`src/rtl/sb_rx_deser.sv`:
```
// Sideband serial receiver: shifts a 64-bit packet in LSB first, presents it
// one cycle after the last bit, and enforces a minimum idle gap between
// packets. Truncated packets and gap violations raise a one-cycle error pulse.
module sb_rx_deser #(
    parameter int GAP_UI = 32
) (
    input  logic        i_clk,
    input  logic        i_rst,
    input  logic        i_enable,
    input  logic        i_ser_vld,
    input  logic        i_ser_data,
    output logic [63:0] o_deser_data,
    output logic        o_deser_done,
    output logic        o_frame_err,
    output logic        o_busy
);

    localparam int GW = $clog2(GAP_UI + 1);
    localparam logic [GW-1:0] GAP_MAX  = GW'(GAP_UI);
    localparam logic [GW-1:0] GAP_ZERO = '0;
    localparam logic [GW-1:0] GAP_ONE  = GW'(1);
    localparam logic [6:0]    BIT_LAST = 7'd63;
    localparam logic [6:0]    BIT_FULL = 7'd64;

    typedef enum logic [1:0] {
        IDLE,
        SHIFT,
        GAP,
        RESYNC
    } state_t;

    state_t          state_q, state_d;
    logic [6:0]      bit_cnt_q, bit_cnt_d;
    logic [GW-1:0]   gap_cnt_q, gap_cnt_d;
    logic [63:0]     shift_q, shift_d;
    logic            done_pend_q, done_pend_d;
    logic [63:0]     data_q, data_d;
    logic            done_q, done_d;
    logic            err_q, err_d;
    logic            busy_q, busy_d;
    logic [GW-1:0]   gap_inc;

    // Saturating gap increment; the counter never wraps past GAP_UI.
    always_comb begin
        gap_inc = gap_cnt_q;
        if (gap_cnt_q < GAP_MAX) begin
            gap_inc = gap_cnt_q + GAP_ONE;
        end
    end

    // Next-state, counter, shift register and output computation.
    // A completed packet sets done_pend; the following cycle copies the shift
    // register to the output and pulses done, while the receiver already sits
    // in GAP counting that cycle as the first idle one.
    always_comb begin
        state_d     = state_q;
        bit_cnt_d   = bit_cnt_q;
        gap_cnt_d   = gap_cnt_q;
        shift_d     = shift_q;
        done_pend_d = 1'b0;
        data_d      = data_q;
        done_d      = 1'b0;
        err_d       = 1'b0;

        if (!i_enable) begin
            state_d   = IDLE;
            bit_cnt_d = '0;
            gap_cnt_d = '0;
        end else begin
            if (done_pend_q) begin
                data_d = shift_q;
                done_d = 1'b1;
            end

            case (state_q)
                IDLE: begin
                    if (i_ser_vld) begin
                        shift_d   = {63'b0, i_ser_data};
                        bit_cnt_d = 7'd1;
                        state_d   = SHIFT;
                    end
                end

                SHIFT: begin
                    if (i_ser_vld) begin
                        shift_d[bit_cnt_q[5:0]] = i_ser_data;
                        if (bit_cnt_q == BIT_LAST) begin
                            bit_cnt_d   = BIT_FULL;
                            done_pend_d = 1'b1;
                            gap_cnt_d   = GAP_ZERO;
                            state_d     = GAP;
                        end else if (bit_cnt_q < BIT_FULL) begin
                            bit_cnt_d = bit_cnt_q + 7'd1;
                        end
                    end else begin
                        err_d     = 1'b1;
                        bit_cnt_d = '0;
                        gap_cnt_d = GAP_ZERO;
                        state_d   = GAP;
                    end
                end

                GAP: begin
                    if (i_ser_vld) begin
                        err_d   = 1'b1;
                        state_d = RESYNC;
                    end else begin
                        gap_cnt_d = gap_inc;
                        if (gap_inc >= GAP_MAX) begin
                            state_d = IDLE;
                        end
                    end
                end

                RESYNC: begin
                    if (!i_ser_vld) begin
                        gap_cnt_d = GAP_ONE;
                        state_d   = (GAP_ONE >= GAP_MAX) ? IDLE : GAP;
                    end
                end

                default: begin
                    state_d = IDLE;
                end
            endcase
        end

        busy_d = (state_d != IDLE);
    end

    // State and output registers with synchronous reset.
    always_ff @(posedge i_clk) begin
        if (i_rst) begin
            state_q     <= IDLE;
            bit_cnt_q   <= '0;
            gap_cnt_q   <= '0;
            shift_q     <= '0;
            done_pend_q <= 1'b0;
            data_q      <= '0;
            done_q      <= 1'b0;
            err_q       <= 1'b0;
            busy_q      <= 1'b0;
        end else begin
            state_q     <= state_d;
            bit_cnt_q   <= bit_cnt_d;
            gap_cnt_q   <= gap_cnt_d;
            shift_q     <= shift_d;
            done_pend_q <= done_pend_d;
            data_q      <= data_d;
            done_q      <= done_d;
            err_q       <= err_d;
            busy_q      <= busy_d;
        end
    end

    assign o_deser_data = data_q;
    assign o_deser_done = done_q;
    assign o_frame_err  = err_q;
    assign o_busy       = busy_q;

endmodule

```
`config.mk`:
```
export PLATFORM = sky130hd
export DESIGN_NAME = sb_rx_deser
export DESIGN_NICKNAME = d
export VERILOG_FILES = /design/src/rtl/sb_rx_deser.sv
export SDC_FILE = /design/constraint.sdc
export NUM_CORES = 1
export LEC_CHECK = 0
export BUFFER_PORTS_ARGS = -buffer_cell sky130_fd_sc_hd__buf_2
export CORE_MARGIN = 1
export CORE_UTILIZATION = 50
export DETAILED_ROUTE_END_ITERATION = 10
export PLACE_DENSITY_LB_ADDON = 0.25
export REMOVE_ABC_BUFFERS = 1
export SETUP_SLACK_MARGIN = 0.4
export SLEW_MARGIN = 0
export SYNTH_ARGS = -nofsm -noshare
export SYNTH_HDL_FRONTEND = slang
export SYNTH_SLANG_ARGS = --single-unit
export TNS_END_PERCENT = 100
```
`constraint.sdc`:
```
create_clock -name i_clk -period 2.4 [get_ports i_clk]
set_clock_uncertainty 0.05 [all_clocks]
set_input_delay 0.36 -clock i_clk [delete_from_list [all_inputs] [get_ports i_clk]]
set_output_delay 0.36 -clock i_clk [all_outputs]
set_load 0.02 [all_outputs]
```
---- Word level (Yosys, flattened, before mapping) ----
Cells that the tools add are included.
storage, ports and cells
  word-level logic and storage cells ...... 70
  input bits .............................. 5
  output and inout port bits .............. 67
  flip-flop bits (word level) ............. 147
operators by class
  mux-type cells .......................... 30
  bitwise operators ....................... 3
  magnitude comparators ................... 5
  reductions and logical operators ........ 11
  $add $sub $neg .......................... 2
  equal/unequal tests ..................... 10
operators by type and width
  operator                                                           number
  two-way mux 64 bit                                                 2
  case mux 64 bit (2 select lines)                                   1
  bitwise mux 64 bit                                                 1
  two-way mux 6 bit                                                  5
  two-way mux 7 bit                                                  4
  case mux 6 bit (3 select lines)                                    1
  two-way mux 2 bit                                                  7
  case mux 7 bit (2 select lines)                                    1
  inequality test 2 bit, second input constant                       4
  case mux 2 bit (4 select lines)                                    1
  AND reduction 4 bit                                                2
  adder 7 x 1 -> 7 bit, second input constant                        1
  equality test 7 x 6 -> 1 bit, second input constant                1
  < comparator 6 x 7 -> 1 bit, second input constant                 1
  < comparator 7 bit, second input constant                          1
  adder 6 x 1 -> 6 bit, second input constant                        1
  demux 1 bit (select 6 bit)                                         1
  greater-or-equal comparator 6 x 1 -> 1 bit, second input constant  1
  greater-or-equal comparator 6 bit, second input constant           1
  < comparator 6 bit, second input constant                          1
  two-way mux 1 bit                                                  5
  equality test 2 bit, second input constant                         2
  inequality test 4 bit, second input constant                       1
  nonzero test 2 bit                                                 2
  11 further kinds                                                   13

---- Logic depth before layout (Yosys ltp) ----
Gate-level depths: netlist of the first run.
  word-level depth ........................ 8
  depth in mapped cells ................... 8
  gate-level depth less buffers ........... 6

---- Worst setup path after synthesis of the first run ----
OpenSTA, ideal clock, no wires.
  path type ............................... register -> register
  from .................................... register state_q[1]
  to ...................................... register bit_cnt_q[4]
  slack ................................... 0.616 ns
  buffers on the path ..................... 0
  data required time ...................... 2.280 ns
  data arrival time ....................... 1.664 ns
  cell stages (with the launch flop) ...... 7
  period minus slack after synthesis ...... 1.784 ns
  path through ............................ dfxtp_1 -> inv_1 -> ha_1 -> and3_1 -> or2_1 -> or4_1 -> a21oi_1
between the ends
  longest elaborated chain between the ends .. 3
RTL lines
  element                                                          line  source
  from (decl)                                                      32    state_t state_q, state_d;
  from (signal assigned)                                           144   state_q <= state_d;
  equality test 2 x 1 -> 1 bit or zero test 2 bit (tied branches)  75    case (state_q)
  inequality test 4 bit (no line), or another cell as far along    n/a
  AND reduction 3 bit (no line)                                    n/a
  to (signal assigned)                                             145   bit_cnt_q <= bit_cnt_d;
  to (decl)                                                        33    logic [6:0] bit_cnt_q, bit_cnt_d;
Several ways; a longest one is shown, not always the timed one.
A chain may end at the register's enable or synchronous reset.

---- Worst setup path in the final report of the first run ----
  from .................................... register state_q[1]
  to ...................................... register gap_cnt_q[5]
between the ends
  longest elaborated chain between the ends .. 3
RTL lines
  element                                                              line  source
  equality test 2 x 1 -> 1 bit or equality test 2 bit (tied branches)  75
  inequality test 3 bit (no line), or another cell as far along        n/a
  AND reduction 4 bit (no line)                                        n/a
  to (signal assigned)                                                 146   gap_cnt_q <= gap_cnt_d;
  to (decl)                                                            34    logic [GW-1:0] gap_cnt_q, gap_cnt_d;
Several ways; a longest one is shown, not always the timed one.

==> flow_summary.ini, run 1 <==
[yosys]
synthCells = 803
yosysTopAreaCellShare = 0.465
yosys.area.top_type = dfxtp_1
synthFlopType = dfxtp_1
avgSynthCellArea_sq_um = 7.88
ys_warn_count = 0
synth_seq_area_share = 0.465
syn-cell-area_sq_um = 6330
synthTopCellsByArea = dfxtp_1 46%, nand2_1 12%, a21oi_1 11%, o21ai_0 5.7%, a21boi_0 3.7%
synth_edf_count = 0
synthDistinctLibCells = 48
ys_seq_elements = 147
async_flop_share = 0

[timing]
worst_slack_ns = 0.463
max_clock_freq_ghz = 0.516
slew_violations = 0
tightest_slew_ns = 0.838
max-slew-margin-rel = 0.440
rsz0062_at_grt = yes
fin_crit_sh = 0.807
setup_viol = 0
timing.hold.ws_ns = 0.206
fin_crit_ns = 1.94
final_hold_viol_count = 0

[worst_setup_path]
path_cells = inv_1 -> ha_2 -> buf_8 -> nor4_2 -> nor2_2 -> and2_1 -> o221a_2
rr_worst_depth = 7
crit_end = gap_cnt_q[5]$_SDFFE_PP0P_
rr_startpoint = state_q[1]$_SDFF_PP0_
cpPeakStageDelay_ns = 0.37
cp_slowest_cell = dfxtp_2
end_kind = flip-flop
start_kind = flip-flop
crit_start = state_q[1]$_SDFF_PP0_
r2r-end = gap_cnt_q[5]$_SDFFE_PP0P_
crit_type = reg -> reg
cp_data_required_time_ns = 2.66
r2r_slack_ns = 0.46
crit_fanout = 35
crit_arrival_ns = 2.20

[cells_and_area]
layout.nets = 869
mostFrequentLayoutCells = 202 x nand2_1, 141 x dfxtp_1, 135 x a21oi_1, 72 x o21ai_0, 70 x buf_2
fill_cells = 1103
fin_area_sq_um = 7500
diodes = 0
layout_commonest_cell = nand2_1
drive_above_1_share = 0.188
syn2layout_area_growth_pct = 18.4
stdcell_count = 1036

[placed_design]
dp_slack_ns = 0.311
hpwl_mm = 10.0
port_buffers = 71
place_area_sq_um = 6830
routabilityCongestion = 0.860
placed_cells = 1002

[global_routing]
grt_max_degree = 78
grt_pass1_wl_mm = 25.5
grt_pass1_vias = 5430
grt-ovfl-total = 0
grtUsageTotal = 0.245
antenna_found_initial = 0

[route]
viasPerCell = 5.61
antenna_left = 0
wire_per_inst_um = 14.8
drc_errors = 0
vias = 5811
drt-pass1-iter-count = 5
first_iter_violations = 393
wl_mm = 15.4

[die]
rows = 40
coreArea_sq_um = 12200
dieArea_sq_um = 13100
die_h_um = 115
start_util = 0.520
die_x_um = 115
io_pins = 72

[clock_network]
cts_buffers = 17
cts_tree = yes
cts_hold_buf = 0
clkSlewWorstSetupHoldPaths_ns = 0.06
cts.sinks = 147
clk_latency_ns = 0.42
htreeDepth = 4
ctsLongestPathBuffers = 2
clockRootBuffer = clkbuf_16

[job]
cap_violations = 0

[power_and_ir_drop]
p_per_area_nw_per_um2 = 686
power.total_w = 0.00515
irDropWorstVdd_mv = 0.385
leakage_nw = 2.71

[worst_hold_path]
whs_path_depth = 3
hold_class = in -> reg

[status]
status = finished, final reports clean
## cell type report
cell class,instances,area (sq um),share of cell area
Sequential cell,147,2950,0.394
Timing Repair Buffer,101,618,0.0825
Multi-Input combinational cell,587,3150,0.420
Clock inverter,4,47.5,0.00634
Inverter,3,11.3,0.00150
Tap cell,168,210,0.0280
Clock buffer,26,509,0.0679
## critical path: cells and delay by family (launching register included)
kind / cells / cell delay [ns]
AO/OA/AOI/OAI: 1 / 0.26
AND/OR/NAND/NOR: 3 / 0.61
adder cells (fa/ha/maj): 1 / 0.23
buffers and inverters: 2 / 0.30
flip-flops: 1 / 0.37
## state kept, by name (all words and copies together), names as in the netlist
signal and cells:
state_q 2, o_busy 1, shift_q 64, done_pend_q 1, gap_cnt_q 6, o_deser_data 64, o_frame_err 1, bit_cnt_q 7
o_deser_done 1
## cells by family (layout without fill, tap and decap cells)
family                   Yosys count  after routing  share of synthesized area
multiplexers                       3              3                    0.00474
AND/OR/NAND/NOR                  288            288                      0.207
AO/OA/AOI/OAI                    286            286                      0.259
adder cells (fa/ha/maj)            7              7                     0.0138
buffers and inverters             69            134                     0.0466
XOR/XNOR                           3              3                    0.00415
flip-flops                       147            147                      0.465
## per-stage QoR
| stage | util | setup TNS, ns |
|---|---|---|
| final | 0.616 | 0 |
| after global routing | 0.616 | 0 |
| after CTS | 0.608 | 0 |
| after detailed placement | 0.561 | 0 |
| after global placement | 0.561 | 0 |
| after floorplan | - | -88.50 |
## where the power goes
part / switching [W] / internal (W) / leakage (nW)
Combinational: 0.000134 / 0.0000743 / 1.25
Clock: 0.000936 / 0.00155 / 0.272
Sequential: 0.00000766 / 0.00245 / 1.19
Total: 0.00108 / 0.00407 / 2.71
## what timing repair did
| item | CTS | global route |
|---|---|---|
| gates cloned | 0 | 0 |
| pin swaps | 0 | 2 |
| setup endpoints to repair | 33 | 75 |
| buffers inserted | 0 | 4 |
| gates resized for setup | 4 | 25 |
## how the worst min path moves through the flow
stage / start / endpoint / slack, ns
2_1_floorplan: shift_q[0]$_SDFFE_PP0P_ / o_deser_data[0]$_SDFFE_PP0P_ / 0.37
3_3_place_gp: shift_q[54]$_SDFFE_PP0P_ / o_deser_data[54]$_SDFFE_PP0P_ / 0.39
3_5_place_dp: o_deser_data[29]$_SDFFE_PP0P_ / o_deser_data[29]$_SDFFE_PP0P_ / 0.39
4_1_cts: i_ser_data / shift_q[0]$_SDFFE_PP0P_ / 0.18
5_1_grt: i_ser_data / shift_q[0]$_SDFFE_PP0P_ / 0.20
6_report: i_ser_data / shift_q[0]$_SDFFE_PP0P_ / 0.21
## cell usage after synthesis (all sizes together) (2+ instances only)
cell type,instances
nand4,2
mux2i,3
and2,2
nand4b,2
inv,3
xnor2,3
nor4,2
and3b,4
dfxtp,147
a31oi,5
a21boi,31
o21a,31
a21oi,135
nor3b,7
or3b,4
buf,29
nand2,203
ha,7
nand3b,8
nand2b,3
o22ai,2
nor3,10
and3,2
o21ai,72
and4,2
nor2b,8
nand3,5
clkbuf,37
nor2,19
## routing by layer
metal | vias up | wire length, um | GRT usage
met1 | 2750 | 6840 | 0.312
li1 | 2860 | - | -
met4 | 0 | 314 | 0.103
met3 | 26 | 845 | 0.0566
met2 | 175 | 7370 | 0.400
met5 | - | 0 | 0
(Power assumes the default switching activity.)
==> inputs of run 2 (changes only) <==
clock period = 1.65 ns   (was 2.4 ns; I/O delays follow)
==> run 2 against run 1 <==
Core utilization grew 13 points. The flow now finishes with violations (setup timing). First-iteration DRC count grew 43%. Largest power group unchanged. Clock power grew 46%. Cell area grew 21%. Highest routed layer unchanged. Sequential share of layout area shrank 6.7 points.
==> flow_summary.ini, run 2 (synthesis results as in run 1) <==
[status]
status = finished, violations left
violations = setup timing

[clock_network]
cts_buffers = 17
clk_latency_ns = 0.43
clockRootBuffer = clkbuf_16
clkSlewWorstSetupHoldPaths_ns = 0.06
cts.sinks = 147
cts_tree = yes
htreeDepth = 4
cts_hold_buf = 0
ctsLongestPathBuffers = 2

[route]
wl_mm = 20.7
viasPerCell = 5.93
wire_per_inst_um = 18.8
vias = 6543
drc_errors = 0
antenna_left = 0
first_iter_violations = 563
drt-pass1-iter-count = 5

[timing]
slew_violations = 0
fin_crit_ns = 1.73
worst_slack_ns = -0.0793
setup_viol = 40
final_hold_viol_count = 0
tightest_slew_ns = 0.567
max_clock_freq_ghz = 0.578
fin_crit_sh = 1.05
rsz0062_at_grt = yes
max-slew-margin-rel = 0.622

[power_and_ir_drop]
swShare = 0.226
irDropWorstVdd_mv = 0.572
power_switching_w = 0.00175
pwr-share-seq = 0.458
intPower_w = 0.00602
p_per_area_nw_per_um2 = 857
pwr-share-comb = 0.076
pwr-share-clk = 0.466
leakage_nw = 3.33

[cells_and_area]
regArea_sq_um = 2970
multi_input_area_sq_um = 3770
fin_area_sq_um = 9060
drive_above_1_share = 0.399
fill_cells = 825
layout_commonest_cell = nand2_1
syn2layout_area_growth_pct = 43.2
diodes = 0
layout.nets = 938
mostFrequentLayoutCells = 170 x nand2_1, 133 x dfxtp_1, 103 x a21oi_1, 90 x buf_4, 41 x buf_2

[worst_hold_path]
whs_path_depth = 3
hold_class = in -> reg

[placed_design]
place_area_sq_um = 7190
dp_slack_ns = -0.208
routabilityCongestion = 0.844
port_buffers = 71
hpwl_mm = 10.6

[worst_setup_path]
start_kind = flip-flop
rr_worst_depth = 5
end_kind = flip-flop
cp_data_required_time_ns = 1.89
crit_fanout = 12
crit_arrival_ns = 1.97
crit_type = reg -> reg

[global_routing]
grt_max_degree = 112
grtUsageTotal = 0.294
grt-ovfl-total = 0
grt_pass1_wl_mm = 29.9
antenna_found_initial = 0
grt_pass1_vias = 6193

[die]
dieArea_sq_um = 13100
start_util = 0.520
die_h_um = 115
coreArea_sq_um = 12200
rows = 40
io_pins = 72
die_x_um = 115

[job]
cap_violations = 0
run 2: per-stage QoR:
step	power (W)	utilization	setup TNS [ns]	hold slack (ns)	instances
5_1_grt	0.00796	0.745	-3.55	0.0931	1104
3_5_place_dp	0.00397	0.591	-9.65	0.393	1047
6_report	0.00777	0.745	-1.06	0.108	1104
4_1_cts	0.00768	0.707	-0.0112	0.0744	1097
3_3_place_gp	0.00396	0.591	-4.01	0.391	1047
2_1_floorplan	0.00380	-	-157.95	0.267	737
run 2: power by group through the flow:
stage	clock [W]	sequential [W]	combinational, W
4_1_cts	0.00362	0.00356	0.000501
6_report	0.00362	0.00356	0.000588
3_3_place_gp	0	0.00364	0.000321
3_5_place_dp	0	0.00364	0.000328
2_1_floorplan	0	0.00364	0.000158
5_1_grt	0.00378	0.00356	0.000621
run 2: cell type report:
type | instances | share of cell area
Clock buffer | 24 | 0.0542
Inverter | 3 | 0.00179
Sequential cell | 147 | 0.327
Tap cell | 168 | 0.0232
Timing Repair Buffer | 170 | 0.171
Multi-Input combinational cell | 587 | 0.416
Clock inverter | 5 | 0.00580
run 2: final timing paths:
path                                      start                            end  slack, ns
setup / recovery      bit_cnt_q[0]$_SDFFE_PP0P_       shift_q[24]$_SDFFE_PP0P_      -0.08
hold / removal                       i_ser_data        shift_q[0]$_SDFFE_PP0P_       0.11
hold reg to reg   o_deser_data[16]$_SDFFE_PP0P_  o_deser_data[16]$_SDFFE_PP0P_       0.40
setup reg to reg      bit_cnt_q[0]$_SDFFE_PP0P_       shift_q[24]$_SDFFE_PP0P_      -0.08
run 2: critical path, cell delays in order, from the launching register on:
cell      delay (ns)
dfxtp_2         0.33
buf_4           0.20
nor3_2          0.47
a21boi_0        0.18
o21ai_0         0.26
a21oi_2         0.09
run 2: layer usage:
layer | GRT usage | up-vias | routed length [um]
li1 | - | 2995 | -
met1 | 0.348 | 3148 | 8170
met2 | 0.501 | 312 | 10300
met3 | 0.0752 | 88 | 1470
met4 | 0.133 | 0 | 766
met5 | 0 | - | 0
run 2: what timing repair did:
item,in CTS,in global routing
setup buffers,16,2
gates resized for setup,219,110
pin swaps,66,24
endpoints found under the setup margin,84,131
cloned,5,5
